--- src/rtl/m2s_pipe_pkg.sv ---
// m2s_pipe shared package: stage limit, payload type, stats width helper.
// Imported by every file of the m2s_pipe slice.
package m2s_pipe_pkg;

  localparam int M2S_PIPE_MAX_STAGES = 8;
  localparam int M2S_PIPE_DATA_WIDTH = 256;

  typedef logic [M2S_PIPE_DATA_WIDTH-1:0] m2s_payload_t;

  function automatic int m2s_occ_width(input int n);
    return $clog2(n + 1);
  endfunction

endpackage

--- src/rtl/m2s_pipe_stage.sv ---
// m2s_pipe_stage: one registered valid/data slot.
// An empty slot always accepts, so bubbles collapse.
module m2s_pipe_stage
  import m2s_pipe_pkg::*;
#(
  parameter int DATA_WIDTH = 256
) (
  input  logic                  clk,
  input  logic                  reset,
  input  logic                  in_valid,
  input  logic [DATA_WIDTH-1:0] in_data,
  output logic                  in_ready,
  output logic                  out_valid,
  output logic [DATA_WIDTH-1:0] out_data,
  input  logic                  out_ready
);

  assign in_ready = !out_valid || out_ready;

  always_ff @(posedge clk or posedge reset) begin
    if (reset) begin
      out_valid <= 1'b0;
      out_data  <= '0;
    end else begin
      out_valid <= in_valid || (out_valid && !out_ready);
      if (in_valid && in_ready) begin
        out_data <= in_data;
      end
    end
  end

endmodule

--- src/rtl/m2s_pipe.sv ---
// m2s_pipe: NUM_STAGES forward register slices, combinational ready.
// Define M2S_PIPE_STATS_EN to add occupancy / beat_count outputs.
module m2s_pipe
  import m2s_pipe_pkg::*;
#(
  parameter int DATA_WIDTH = 256,
  parameter int NUM_STAGES = 2
) (
  input  logic                  clk,
  input  logic                  reset,
  input  logic                  pipe_in_valid,
  input  logic [DATA_WIDTH-1:0] pipe_in_data,
  output logic                  pipe_in_ready,
  output logic                  pipe_out_valid,
  output logic [DATA_WIDTH-1:0] pipe_out_data,
  input  logic                  pipe_out_ready
`ifdef M2S_PIPE_STATS_EN
  ,
  output logic [m2s_occ_width(NUM_STAGES)-1:0] occupancy,
  output logic [31:0]           beat_count
`endif
);

  if (NUM_STAGES < 1 ||
      NUM_STAGES > M2S_PIPE_MAX_STAGES) begin : g_bad
    $error("m2s_pipe: NUM_STAGES must be 1..8");
  end

  logic [NUM_STAGES-1:0] v;
  logic [NUM_STAGES-1:0] in_v;
  logic [DATA_WIDTH-1:0] d    [NUM_STAGES];
  logic [DATA_WIDTH-1:0] in_d [NUM_STAGES];

  // Ready nets live per stage so the backward chain is not one vector.
  for (genvar k = 0; k < NUM_STAGES; k++) begin : g_stage
    logic rdy;
    logic rdy_nx;

    if (k == 0) begin : g_head
      assign in_v[k] = pipe_in_valid;
      assign in_d[k] = pipe_in_data;
    end else begin : g_body
      assign in_v[k] = v[k-1];
      assign in_d[k] = d[k-1];
    end

    if (k == NUM_STAGES - 1) begin : g_tail
      assign rdy_nx = pipe_out_ready;
    end else begin : g_link
      assign rdy_nx = g_stage[k+1].rdy;
    end

    m2s_pipe_stage #(
      .DATA_WIDTH(DATA_WIDTH)
    ) u_stage (
      .clk       (clk),
      .reset     (reset),
      .in_valid  (in_v[k]),
      .in_data   (in_d[k]),
      .in_ready  (rdy),
      .out_valid (v[k]),
      .out_data  (d[k]),
      .out_ready (rdy_nx)
    );
  end

  assign pipe_in_ready  = g_stage[0].rdy && !reset;
  assign pipe_out_valid = v[NUM_STAGES-1];
  assign pipe_out_data  = d[NUM_STAGES-1];

`ifdef M2S_PIPE_STATS_EN
  localparam int OW = m2s_occ_width(NUM_STAGES);

  logic push;
  logic pop;

  assign push = pipe_in_valid && pipe_in_ready;
  assign pop  = pipe_out_valid && pipe_out_ready;

  always_ff @(posedge clk or posedge reset) begin
    if (reset) begin
      occupancy  <= '0;
      beat_count <= '0;
    end else begin
      if (push && !pop) begin
        occupancy <= occupancy + OW'(1);
      end else if (pop && !push) begin
        occupancy <= occupancy - OW'(1);
      end
      if (pop && beat_count != 32'hFFFF_FFFF) begin
        beat_count <= beat_count + 32'd1;
      end
    end
  end
`endif

endmodule

--- config.mk ---
export PLATFORM = sky130hd
export DESIGN_NAME = m2s_pipe
export DESIGN_NICKNAME = d
export VERILOG_FILES = /design/src/rtl/m2s_pipe_pkg.sv /design/src/rtl/m2s_pipe_stage.sv /design/src/rtl/m2s_pipe.sv
export SDC_FILE = /design/constraint.sdc
export NUM_CORES = 1
export LEC_CHECK = 0
export CAP_MARGIN = 20
export CORE_UTILIZATION = 52
export CTS_BUF_LIST = sky130_fd_sc_hd__clkbuf_4 sky130_fd_sc_hd__clkbuf_8
export CTS_CLUSTER_SIZE = 40
export DETAILED_ROUTE_END_ITERATION = 8
export PLACE_DENSITY_LB_ADDON = 0.1
export SYNTH_ARGS = -nofsm -noshare
export SYNTH_HDL_FRONTEND = slang
export SYNTH_SLANG_ARGS = --single-unit
--- constraint.sdc ---
create_clock -name clk -period 20.1 [get_ports clk]
set_clock_uncertainty 0.15 [all_clocks]
set_input_delay 3.015 -clock clk [delete_from_list [all_inputs] [get_ports clk]]
set_output_delay 3.015 -clock clk [all_outputs]
set_load 0.05 [all_outputs]
==> flow_summary.ini <==
[critical_path]
r2r_slack_ns = 17.02
critPathMaxStageDelay_ns = 0.80
required_ns = 16.94
crit_family = buffers and inverters
crit_type = in -> out
path_buf_inv = 3
cp_slowest_cell = clkdlybuf4s50_1
path_cells = clkdlybuf4s50_1 > inv_8 > and2_1 > clkdlybuf4s50_1
crit_arrival_ns = 5.02
crit_fanout = 80
endpoint_kind = output pin
crit_top_cell = clkdlybuf4s50_1
r2r_cells = 4
rr_endpoint = g_stage[0].u_stage.out_data[249]
startpoint_type = input pin
r2r_start = g_stage[0].u_stage.out_valid

[final_layout]
drive_gt1_share_pct = 38.1
final_common_cell = clkdlybuf4s50_1
utilization_pct = 65.0
layout_common_cells = clkdlybuf4s50_1 (517), dfrtp_1 (514), mux2_2 (249)
fin_nets = 1905
synthToLayoutAreaGrowth_pct = 22.6

[synthesis]
synth_top_area_share_pct = 57.6
synth_cell_types = 14
synth.area.top_cells = dfrtp_1 (58%), mux2_4 (16%), mux2_2 (13%), buf_4 (8.6%), buf_12 (2.3%)
yosysSeqAreaShare_pct = 57.6
netlist.top_cell.by_area = dfrtp_1
avgSynthCellArea_um2 = 16.6
ys_seq_elements = 514
yosysWarnings = 0
synth_nets = 1606
syn-cell-area_mm2 = 0.0223
synth_cells = 1346

[drt]
routed_wl_um = 47400
vias = 11200
viasPerCell = 4.97
initialDrtViolationCount = 582
drc_errors = 0
wl_per_cell_um = 21.0
first_pass_iters = 4
postRouteAntennaNets = 0

[timing]
setup_viol = 0
fmax_ghz = 0.122
finalCritPeriodShare_pct = 40.7
tns_ns = 0
hold_viol_final = 0
rsz0062_at_grt = no
max_slew_margin_pct = 24.5
fin_crit_ns = 8.19
drv_slew = 0
worstMarginPinSlew_ns = 1.13

[floorplanning]
die_y_um = 209
rows = 75
fp.dieW_um = 209
dieArea_mm2 = 0.0438
start_util_pct = 53.0
ios = 518
coreArea_mm2 = 0.0421

[hold_path]
worstHoldStart = g_stage[0].u_stage.out_data[25]
hp-class = reg -> reg
hold-path-endpoint = g_stage[1].u_stage.out_data[25]
holdPathStages = 1

[global_route]
overflow = 0
grt_use_met1_pct = 25.6
grt_use_total_pct = 21.8
grt_max_degree = 174
met2_usage_pct = 34.0
antenna_found_initial = 14
top_usage_layer = met2
grt_pass1_vias = 12200
met3_usage_pct = 10.2
grt_pass1_wl_um = 72300

[clock_network]
cts_root_buffer = clkbuf_8
insertion_delay_ns = 0.63
cts_hold_buffers = 0
postCtsSetupRepairBufs = 0
cts_tree = done
cts.sinks = 514
cts_inserted_buffers = 84
cts_buffer_depth = 3
cts_resized = 0
h-tree-depth = 3
cts.clk_slew.worst_paths_ns = 0.06

[run]
cap_viol_max_count = 0

[placed_design]
place.gp.congestion = 0.784
io_buffers = 517
dpl.hpwl_um = 31600

[pwr]
vdd_ir_drop_max_v = 0.0000768
p_leak_nw = 12.2
powerDensity_mw_per_mm2 = 129

[outcome]
outcome = finished, final reports clean
[kinds of logic after synthesis]
group | share of synthesized area, %
muxes | 29.8
and+or+nand+nor | 0.207
buffers and inverters | 12.4
DFF | 57.6
[report_power, final]
group	total [mW]	internal, mW	switching (mW)
Clock	0.955	0.547	0.408
Sequential	1.36	1.25	0.107
Combinational	1.21	0.493	0.716
Total	3.52	2.29	1.23
[cell usage after synthesis]
cell type and count:
and2_1 1, buf_12 26, buf_2 1, buf_4 257
buf_6 28, dfrtp_1 514, inv_1 1, mux2_1 23
mux2_2 249, mux2_4 240, nand2_2 2, nand2b_1 2
nand3b_1 1, or2b_1 1
[flip-flops by register name, summed over array words and instances (netlist names)]
| register | flops |
|---|---|
| g_stage.u_stage.out_data | 512 |
| g_stage.u_stage.out_valid | 2 |
[per-stage QoR]
step / cell area, µm² / std cells / worst slack [ns] / hold WS [ns] / total power [mW]
2_1_floorplan: 22300 / 1346 / 2.07 / 0.308 / 2.38
3_3_place_gp: 25600 / 2098 / 11.89 / 0.317 / 2.57
3_5_place_dp: 25600 / 2098 / 11.87 / 0.329 / 2.59
4_1_cts: 27400 / 2249 / 11.87 / 0.338 / 3.56
5_1_grt: 27400 / 2256 / 11.77 / 0.349 / 3.67
6_report: 27400 / 2258 / 11.91 / 0.337 / 3.52
[worst register-to-register path, delay by kind of cell, from the launching register on]
family                 cells  cell delay (ns)
buffers and inverters      1             0.83
flip-flops                 1             0.46
multiplexers               1             0.64
AND/OR/NAND/NOR            2             0.89
[layer usage]
metal	share of wire, %	wire length [µm]
met1	39	18500
met2	47	22500
met3	10	4760
met4	3.4	1600
met5	0.097	46
[area by class of cell]
type	count	area, µm²
Inverter	1	11.3
Clock inverter	7	48.8
Tap cell	539	674
Multi-Input combinational cell	519	6740
Sequential cell	514	12900
Clock buffer	144	1760
Timing Repair Buffer	525	5270
Fill cell	3083	14700
Antenna cell	9	22.5
[how the worst max path moves through the flow]
| stage | slack [ns] | depth (start not counted) | to | start |
|---|---|---|---|---|
| global route | 11.77 | 4 | pipe_in_ready | reset |
| finish | 11.91 | 4 | pipe_in_ready | reset |
| floorplan | 2.07 | 2 | pipe_in_ready | reset |
| detailed placement | 11.87 | 4 | pipe_in_ready | reset |
| CTS | 11.87 | 4 | pipe_in_ready | reset |
| global placement | 11.89 | 4 | pipe_in_ready | reset |
(Power assumes the default switching activity.)
